[src/rtl/dispatch_issue_ctrl.sv]
// Dispatch/issue control: credit-gated dispatch with branch/JALR resolution FSM.
// Optional stall counters enabled by defining DISPATCH_PERF_CNT_EN.
module dispatch_issue_ctrl #(
  parameter int NUM_QUEUES     = 4,
  parameter int QUEUE_DEPTH    = 4,
  parameter int PERF_CNT_WIDTH = 32,
  localparam int CW = $clog2(QUEUE_DEPTH + 1)
) (
  input  logic                     clk,
  input  logic                     rst,
  input  logic                     ifq_empty,
  input  logic [NUM_QUEUES-1:0]    ctrl_queue_sel,
  input  logic                     ctrl_branch,
  input  logic                     ctrl_jmp_reg,
  input  logic                     ctrl_jmp,
  input  logic                     ctrl_needs_tag,
  input  logic                     tag_avail,
  input  logic [NUM_QUEUES-1:0]    queue_release,
  input  logic                     cdb_branch,
  input  logic                     cdb_branch_taken,
  input  logic                     cdb_jalr,
  output logic                     dpch_rd,
  output logic [NUM_QUEUES-1:0]    queue_push,
  output logic                     tag_pull,
  output logic                     branch_add_reg_en,
  output logic                     dpch_jmp,
  output logic [NUM_QUEUES*CW-1:0] credits,
`ifdef DISPATCH_PERF_CNT_EN
  output logic [PERF_CNT_WIDTH-1:0] stall_credit_cnt,
  output logic [PERF_CNT_WIDTH-1:0] stall_tag_cnt,
  output logic [PERF_CNT_WIDTH-1:0] stall_branch_cnt,
`endif
  output logic                     credit_err
);

  typedef enum logic [1:0] {
    DISPATCH,
    WAIT_BR,
    WAIT_JALR
  } state_t;

  state_t          state, state_nxt;
  logic [CW-1:0]   cred [NUM_QUEUES];
  logic            credit_ok;
  logic            tag_ok;
  logic            fire;

  // Every selected queue must have a free entry (covers illegal multi-hot).
  always_comb begin
    credit_ok = 1'b1;
    for (int i = 0; i < NUM_QUEUES; i++) begin
      if (ctrl_queue_sel[i] && cred[i] == '0) credit_ok = 1'b0;
    end
  end

  assign tag_ok = !ctrl_needs_tag || tag_avail;
  assign fire   = !rst && state == DISPATCH && !ifq_empty
                  && credit_ok && tag_ok;

  always_comb begin
    state_nxt         = state;
    dpch_rd           = fire;
    queue_push        = fire ? ctrl_queue_sel : '0;
    tag_pull          = fire && ctrl_needs_tag;
    branch_add_reg_en = fire && ctrl_branch;
    dpch_jmp          = 1'b0;
    unique case (state)
      DISPATCH: begin
        dpch_jmp = fire && ctrl_jmp;
        if (fire && ctrl_branch) state_nxt = WAIT_BR;
        else if (fire && ctrl_jmp_reg) state_nxt = WAIT_JALR;
      end
      WAIT_BR: begin
        dpch_jmp = !rst && cdb_branch && cdb_branch_taken;
        if (cdb_branch) state_nxt = DISPATCH;
      end
      WAIT_JALR: begin
        dpch_jmp = !rst && cdb_jalr;
        if (cdb_jalr) state_nxt = DISPATCH;
      end
      default: state_nxt = DISPATCH;
    endcase
  end

  always_ff @(posedge clk) begin
    if (rst) state <= DISPATCH;
    else     state <= state_nxt;
  end

  always_ff @(posedge clk) begin
    if (rst) begin
      credit_err <= 1'b0;
      for (int i = 0; i < NUM_QUEUES; i++) cred[i] <= CW'(QUEUE_DEPTH);
    end else begin
      for (int i = 0; i < NUM_QUEUES; i++) begin
        if (queue_push[i] && !queue_release[i]) begin
          cred[i] <= cred[i] - 1'b1;
        end else if (!queue_push[i] && queue_release[i]) begin
          if (cred[i] == CW'(QUEUE_DEPTH)) credit_err <= 1'b1;
          else cred[i] <= cred[i] + 1'b1;
        end
      end
    end
  end

  always_comb begin
    credits = '0;
    for (int i = 0; i < NUM_QUEUES; i++) credits[i*CW +: CW] = cred[i];
  end

`ifdef DISPATCH_PERF_CNT_EN
  logic blocked;
  assign blocked = !rst && !ifq_empty && !fire;

  // One cause per stalled cycle: FSM wait beats credit beats tag.
  always_ff @(posedge clk) begin
    if (rst) begin
      stall_credit_cnt <= '0;
      stall_tag_cnt    <= '0;
      stall_branch_cnt <= '0;
    end else if (blocked) begin
      if (state != DISPATCH) begin
        if (stall_branch_cnt != '1) stall_branch_cnt <= stall_branch_cnt + 1'b1;
      end else if (!credit_ok) begin
        if (stall_credit_cnt != '1) stall_credit_cnt <= stall_credit_cnt + 1'b1;
      end else if (!tag_ok) begin
        if (stall_tag_cnt != '1) stall_tag_cnt <= stall_tag_cnt + 1'b1;
      end
    end
  end
`endif

endmodule

[config.mk]
export PLATFORM = sky130hd
export DESIGN_NAME = dispatch_issue_ctrl
export DESIGN_NICKNAME = d
export VERILOG_FILES = /design/src/rtl/dispatch_issue_ctrl.sv
export SDC_FILE = /design/constraint.sdc
export NUM_CORES = 1
export LEC_CHECK = 0
export CORE_MARGIN = 2
export CORE_UTILIZATION = 48
export CTS_CLUSTER_SIZE = 8
export DETAILED_ROUTE_END_ITERATION = 7
export HOLD_SLACK_MARGIN = 0.02
export PLACE_DENSITY = 0.93
export SLEW_MARGIN = 20
export SYNTH_ARGS = -nofsm -noshare
export SYNTH_HDL_FRONTEND = slang
export SYNTH_SLANG_ARGS = --single-unit
[constraint.sdc]
create_clock -name clk -period 6.2 [get_ports clk]
set_clock_uncertainty 0.1 [all_clocks]
set_input_delay 1.24 -clock clk [delete_from_list [all_inputs] [get_ports clk]]
set_output_delay 1.24 -clock clk [all_outputs]
set_load 0.02 [all_outputs]
# Yosys cells after proc, flatten, opt, wreduce, memory -nomap -nowiden
# Memory sizes are Yosys's and may differ from the RTL's.
# Index checks and enable logic that the tools add are counted.
# totals
ff_bits,3
mem_bits_rw,12
inputBits,19
out_inout_bits,21
elab_cells,134
memories,1
# classes
add_sub_neg,8
eq_ne,9
mux,65
n_bitwise,8
n_reduce_logical,41
# mem_list
name,depth,word_bits,rd,rd_clocked_by_memory_dff,write_ports,line_no,source
cred,4,3,4,0,4,43,logic [CW-1:0] cred [NUM_QUEUES];
# ops
operator,n
2-to-1 mux 1 bit,50
2-to-1 mux 3 bit,8
logical AND 1 bit,23
"adder 3 x 1 -> 3 bit, second input constant",4
"== test 3 bit, second input constant",4
zero test 3 bit,4
"subtractor 3 x 1 -> 3 bit, second input constant",4
zero test 1 bit,11
2-to-1 mux 2 bit,4
bitwise OR 1 bit,8
case mux 2 bit (3 select lines),1
2-to-1 mux 4 bit,1
"!= test 2 bit, second input constant",2
"!= test 3 x 2 -> 1 bit, second input constant",1
case mux 1 bit (3 select lines),1
AND reduction 3 bit,1
"== test 2 x 1 -> 1 bit, second input constant",1
"== test 2 bit, second input constant",1
zero test 2 bit,1
logical OR 1 bit,1

# Depth between registers and ports, before layout
# Gate-level depths: netlist of the first run.
# depth
word_depth,22
ltp_mapped,11
ltp_nobuf,10

# Worst setup path before layout of the first run
# OpenSTA, ideal clock, no wires.
# synth_timing
path_kind,input -> output
from,input rst
to,output dpch_jmp
arrival_ns,2.811
required_time_ns,4.860
path_slack_ns,2.049
path_stages,7
cell_sequence,buf_6 or4_4 nor2_2 and3_1 clkbuf_1 nand2_1 o21ai_0
# synth_via
elab_chain_len,7
# synth_lines
element,line_no,source
from (decl),10,"input logic rst,"
zero test 1 bit,57,assign fire = !rst && state == DISPATCH && !ifq_empty
logical AND 1 bit (2 in a row),57,
logical AND 1 bit (2 in a row),58,&& credit_ok && tag_ok;
net dpch_rd,22,"output logic dpch_rd,"
logical AND 1 bit,69,dpch_jmp = fire && ctrl_jmp;
case mux 1 bit (3 select lines),67,unique case (state)
to (decl),26,"output logic dpch_jmp,"
# The timed path passes the listed nets, and every way through them passes these cells.

# Worst setup path in the final report of the first run
# layout_timing
from,input rst
to,output branch_add_reg_en
# layout_via
elab_chain_len,6
# layout_lines
element,line_no,source
zero test 1 bit,57,
logical AND 1 bit (2 in a row),57,
logical AND 1 bit (2 in a row),58,
logical AND 1 bit,65,branch_add_reg_en = fire && ctrl_branch;
to (decl),25,"output logic branch_add_reg_en,"
# Every way passes these cells.

==> summary.txt, run 1 <==
Run status
  • Status: finished, final reports clean

Power and ir drop
  • P per Cell Area: 192 nW/um^2
  • Worst vdd ir: 0.139 mV
  • Int Power: 0.000204 W
  • Sequential power share: 43.4%
  • P_sw: 0.000103 W
  • Gate power share: a little under two fifths
  • Clock network fraction of design power: roughly 18%
  • Leakage: between 0.5 and 0.6 nW
  • Sw frac: between 30 and 40%

Worst setup path
  • Critical path launch point type: input pin
  • Crit Path Category: input pin to output pin
  • Crit. End Element: output pin
  • Family with the most delay on the worst path: simple AND/OR/NAND/NOR gates
  • Most used cell, CP: clkdlybuf4s50_1
  • WP data arrival: roughly 3.7 ns
  • Crit path largest cell delay: a little over 0.6 ns
  • WP buf/inv: 3
  • CP cell instances: clkdlybuf4s50_1 > buf_4 > or4_4 > nor2_2 > and3_1 > and2_1 > clkdlybuf4s50_1
  • Max FO, Critical Path: 19
  • WP data required: about 4.9 ns
  • Slowest CP cell: clkdlybuf4s50_1

Die
  • Starting Density: between 50% and 60%
  • # IOs: 40
  • Die Y: roughly 53 um
  • Rows: 17
  • Chip width: about 53 um
  • DIE AREA: 2850 sq um
  • Core area: roughly 2300 sq um

Timing
  • Final hold viol count: 0
  • Endpoints failing setup: 0
  • Final count of pins violating max slew: 0
  • Final period utilization: between 80% and 90%
  • Post-route setup TNS: 0 ns
  • Rel. slew slack: between 60% and 70%
  • Worst setup margin: between 1 and 1.5 ns
  • Final Critical Period: 5.01 ns
  • RSZ-0062 raised after global routing: no
  • FMAX: 200 MHz
  • Slew at the pin closest to its max-slew limit: about 0.49 ns

Synth
  • Mapped Nets: 142
  • Syn_area_per_cell: between 9 and 10 sq um
  • Part of the Yosys area used for sequential elements: 36.0%
  • Synth warn: 0
  • Yosys reg bits: 15
  • Synth cell types: 45
  • Gate Count Post-Synth: ~120
  • Synth Cell Area: 1170 sq um

Layout
  • Share of cells above drive strength 1: about 7.6%
  • Most frequent cells in the layout: 39 x clkdlybuf4s50_1, 12 x edfxtp_1, 10 x inv_1
  • Layout Utilization: between 70% and 80%
  • Nets: approximately 180
  • Number of fill cells in the layout: ~180
  • Layout Cells excl Fill: around 190
  • Ant diodes: 0
  • Most common cell after layout, fill and taps aside: clkdlybuf4s50_1
  • P&R area growth vs syn: 37.3%
  • Fin area: approximately 1600 sq um

Clock tree
  • CTS Hold Buffers Added: 0
  • CTS max path bufs: 2
  • CTS tree: done
  • Setup Fix Bufs, Post-CTS: 0
  • H-tree levels: 1
  • Worst-path clk slew: 0.09 ns
  • CTS root buffer: clkbuf_4
  • CTS resizes: 0
  • Sink Count: 15
  • Worst-Skew Late Latency: around 0.28 ns
  • Total CTS buffers: 3

Detailed routing
  • Drt initial violations: 14
  • Initial DRT Pass Iterations: 6
  • Vias per inst: between 5 and 6
  • Aggregate routed wire length: approximately 2.8 mm
  • DR WL/cell: roughly 15 um
  • Drt drc: 0
  • Vias: roughly 1100
  • Post-DRT Antenna Nets: 0

Placed design
  • GP Congestion: roughly 0.84
  • Post-DP HPWL: between 2 and 2.5 mm
  • Dpl cell area: 1580 sq um
  • Placed cell count: 181
  • Post-Place Setup Slack: between 1 and 1.5 ns
  • IO buf count: 39

Global route
  • Antenna violations before repair: 0
  • Total track usage: 22.2%
  • GRT Residual Overflow: 0
  • Largest net degree at the start of global routing: 20
  • Vias in the first global route: roughly 1000
  • First-pass GRT wire length: between 4 and 5 mm

Min path
  • Min-Delay Path Class: flip-flop to flip-flop

Flow run
  • Max-cap violations: 0
## state kept, by name, indices dropped and copies added (netlist names)
register	cells
cred	12
state	2
credit_err	1
## routing by layer
metal / track usage [%] / vias to the layer above / part of all wire (%)
li1: - / 511 / -
met1: 24.8 / 523 / 41
met2: 39.5 / 39 / 53
met3: 3.11 / 4 / 4.5
met4: 12.8 / 0 / 1.3
met5: 0 / - / 0
## power groups by stage
stage / Sequential (W) / Clock (W) / Combinational [W]
6_report: 0.000133 / 0.0000563 / 0.000118
3_5_place_dp: 0.000136 / 0 / 0.000117
2_1_floorplan: 0.000145 / 0 / 0.0000580
4_1_cts: 0.000133 / 0.0000574 / 0.000119
3_3_place_gp: 0.000135 / 0 / 0.000113
5_1_grt: 0.000135 / 0.0000628 / 0.000128
## cells in the mapped netlist, drive strengths merged
library cell   n  area share [%]
a21o           1            0.64
a21oi          4             1.7
a22oi          1            0.64
a2bb2oi        1            0.75
a311oi         1             2.2
a31oi          5             2.7
a32o           2             1.7
a41oi          1            0.75
and2           4             2.1
and3           1            0.54
and3b          1            0.75
and4           1            0.75
buf            2             1.4
clkbuf         2            0.64
dfxtp          3             5.1
edfxtp        12              31
fa             3             5.1
ha             3             3.2
inv           10             3.2
mux2           1            0.96
nand2          9             2.9
nand2b         1            0.54
nand3          2            0.86
nand3b         1            0.64
nor2           7             2.5
nor2b          6             3.2
nor3           5             2.1
nor3b          3             1.9
nor4           3             4.2
nor4b          4             4.1
o21a           1            0.64
o21ai          1            0.43
o22ai          1            0.54
o2bb2ai        2             1.5
o31a           1            0.75
or2            2             1.1
or3            3             1.6
or3b           2             1.5
or4            1            0.96
xnor2          2             1.5
xor2           1            0.75
## worst paths after layout
path	startpoint	endpoint	slack, ns	cells past startpoint
setup / recovery	rst	branch_add_reg_en	1.19	7
setup reg to reg	cred[3][0]$_DFFE_PP_	cred[2][2]$_SDFFCE_PN1P_	2.91	10
hold reg to reg	state[0]$_SDFFE_PP0P_	state[1]$_SDFFE_PP0P_	0.41	1
hold / removal	state[0]$_SDFFE_PP0P_	state[1]$_SDFFE_PP0P_	0.41	1
## kinds of logic (layout without fill, tap and decap cells)
logic type / count (synthesis) / after routing / share of synthesized area [%]
xor+xnor: 3 / 3 / 2.25
fa+ha+maj: 6 / 6 / 8.35
mux: 1 / 1 / 0.964
flops: 15 / 15 / 36.0
simple gates: 56 / 56 / 32.2
compound gates: 22 / 22 / 15.0
buf+inv: 14 / 54 / 5.25
## metrics by stage
step           hold slack, ns  total power (W)
6_report                0.408         0.000307
5_1_grt                 0.423         0.000326
4_1_cts                 0.401         0.000309
3_5_place_dp            0.378         0.000253
3_3_place_gp            0.375         0.000248
2_1_floorplan           0.346         0.000203
## final cells by class
class                           instances  area, sq um  area share, %
Timing Repair Buffer                   40          398           24.8
Inverter                               10         37.5           2.34
Sequential cell                        15          420           26.2
Tap cell                               28         35.0           2.18
Multi-Input combinational cell         88          687           42.8
Clock buffer                            4         26.3           1.64
Power figures use the tool's default switching activity.
==> run 2: changes to the inputs <==
--- a/config.mk
+++ b/config.mk
@@ -6,11 +6,11 @@
 export NUM_CORES = 1
 export LEC_CHECK = 0
 export CORE_MARGIN = 2
-export CORE_UTILIZATION = 48
+export CORE_UTILIZATION = 41
 export CTS_CLUSTER_SIZE = 8
 export DETAILED_ROUTE_END_ITERATION = 7
 export HOLD_SLACK_MARGIN = 0.02
-export PLACE_DENSITY = 0.93
+export PLACE_DENSITY = 0.85
 export SLEW_MARGIN = 20
 export SYNTH_ARGS = -nofsm -noshare
 export SYNTH_HDL_FRONTEND = slang
==> constraint.sdc (replaced) <==
create_clock -name clk -period 4.6 [get_ports clk]
set_clock_uncertainty 0.1 [all_clocks]
set_input_delay 0.92 -clock clk [delete_from_list [all_inputs] [get_ports clk]]
set_output_delay 0.92 -clock clk [all_outputs]
set_load 0.02 [all_outputs]
==> run 2 against run 1 <==
- worst setup slack worse by 0.72 ns
- clock-buffer cell count unchanged
- clock power up 44%
- largest power group unchanged
- critical endpoint unchanged
==> summary.txt, run 2 (synthesized netlist as in run 1, its figures left out) <==
Layout
  • Share of cells above drive strength 1: 7.64% (unchanged)
  • Most common cell after layout, fill and taps aside: clkdlybuf4s50_1
  • Most frequent cells in the layout: 39 x clkdlybuf4s50_1, 12 x edfxtp_1, 10 x inv_1
  • Biggest regs: cred x12, state x2, credit_err x1
  • Max reg flops: 12 (unchanged)
  • Layout Utilization: 58.8% (-12 points)
  • Ant diodes: 0 (unchanged)
  • Nets: 183 (unchanged)
  • P&R area growth vs syn: 37.6%
  • Largest register by flop count: cred

Timing
  • Rel. slew slack: 66.6% (-0.45 points)
  • Final period utilization: between 80% and 90%
  • Slew at the pin closest to its max-slew limit: 0.500 ns (+0.00671 ns)
  • Endpoints failing setup: 0 (unchanged)
  • Final count of pins violating max slew: 0 (unchanged)
  • RSZ-0062 raised after global routing: no
  • Post-route setup TNS: 0 ns (unchanged)
  • Worst setup margin: 0.471 ns (-0.719 ns)
  • Final Critical Period: ~4.1 ns
  • Final hold viol count: 0 (unchanged)
  • FMAX: about 240 MHz
  • Hold WS: 0.417 ns (+0.00974 ns)

Min path
  • Hold depth: 1 (unchanged)
  • Min-Delay Path Class: flip-flop to flip-flop

Clock tree
  • Setup Fix Bufs, Post-CTS: 0 (unchanged)
  • Worst-Skew Late Latency: 0.30 ns (+0.02 ns)
  • Worst-path clk slew: 0.10 ns (about the same)
  • Sink Count: 15 (unchanged)
  • CTS root buffer: clkbuf_4
  • CTS Hold Buffers Added: 0 (unchanged)
  • Total CTS buffers: 3 (unchanged)
  • CTS max path bufs: 2 (unchanged)
  • CTS resizes: 0 (unchanged)
  • CTS tree: done
  • H-tree levels: 1 (unchanged)

Die
  • Rows: 19 (+2)
  • DIE AREA: 3290 sq um (+16%)
  • Core area: 2730 sq um (+21%)
  • Chip width: 57.4 um (+7.6%)
  • Die Y: 57.4 um (+7.6%)
  • # IOs: 40 (unchanged)
  • Starting Density: 42.7% (-9.1 points)

Flow run
  • Max-cap violations: 0 (unchanged)

Detailed routing
  • Vias: 1059 (-1.7%)
  • Aggregate routed wire length: 2.83 mm (+2.9%)
  • Drt initial violations: 21 (+7)
  • DR WL/cell: 15.1 um (+1.3%)
  • Drt drc: 0 (unchanged)
  • Vias per inst: 5.63 (-3.2%)
  • Post-DRT Antenna Nets: 0 (unchanged)
  • Initial DRT Pass Iterations: 4 (-2)

Global route
  • Vias in the first global route: 1059 (+2.6%)
  • Largest net degree at the start of global routing: 19 (-5.0%)
  • First-pass GRT wire length: 4.75 mm (+5.2%)
  • Antenna violations before repair: 0 (unchanged)
  • Total track usage: 18.6% (-3.6 points)
  • GRT Residual Overflow: 0 (unchanged)

Worst setup path
  • Max FO, Critical Path: 6 (-13)
  • FF-to-FF path depth: 10 (unchanged)
  • Critical path launch point type: input pin
  • Crit. End Element: output pin
  • WP data arrival: 3.11 ns (-0.56 ns)
  • WP data required: 3.58 ns (-1.28 ns)
  • Crit Path Category: input pin to output pin

Placed design
  • Post-Place Setup Slack: 0.472 ns (-0.740 ns)
  • IO buf count: 39 (unchanged)
  • GP Congestion: 0.751 (-11%)
  • Post-DP HPWL: 2.25 mm (-0.27%)

Run status
  • Status: finished, final reports clean

Power and ir drop
  • Leakage: 0.580 nW (unchanged)
  • Worst vdd ir: 0.202 mV (+45%)
  • P per Cell Area: 260 nW/um^2 (+36%)
==> run 2: area by class of cell <==
type	instances	area, sq um
clock buffers	4	26.3
fillers	232	1130
inverters	10	37.5
multi-input cells	88	687
flip-flops and latches	15	420
well taps	31	38.8
repair buffers	40	398
==> run 2: final timing paths <==
path / to / slack (ns) / startpoint
setup / recovery: branch_add_reg_en / 0.47 / rst
hold reg to reg: state[1]$_SDFFE_PP0P_ / 0.42 / state[0]$_SDFFE_PP0P_
setup reg to reg: cred[2][2]$_SDFFCE_PN1P_ / 1.32 / cred[3][0]$_DFFE_PP_
hold / removal: state[1]$_SDFFE_PP0P_ / 0.42 / state[0]$_SDFFE_PP0P_
==> run 2: metal layers <==
layer | vias to the layer above | global-route usage [%] | wire [um]
met1 | 508 | 21.9 | 1180
met2 | 30 | 32.8 | 1460
met4 | 0 | 7.97 | 58
met3 | 5 | 3.63 | 134
li1 | 516 | - | -
met5 | - | 0 | 0
==> run 2: worst max-delay path, cell delays in order <==
cell and delay (ns):
clkdlybuf4s50_1 0.42, or4_4 0.54, nor2_2 0.18, and3_1 0.27, and2_1 0.18, clkdlybuf4s50_1 0.61
==> run 2: stage by stage <==
step	total power [W]	instance area, sq um	instances
after floorplan	0.000274	1170	117
after global placement	0.000332	1580	184
after detailed placement	0.000339	1580	184
after CTS	0.000419	1610	188
after global routing	0.000440	1610	188
final	0.000418	1610	188
==> run 2: where the power goes <==
part	switching [W]	internal (W)
logic	0.0000792	0.0000771
clock network	0.0000472	0.0000338
registers	0.0000169	0.000163
total	0.000143	0.000274
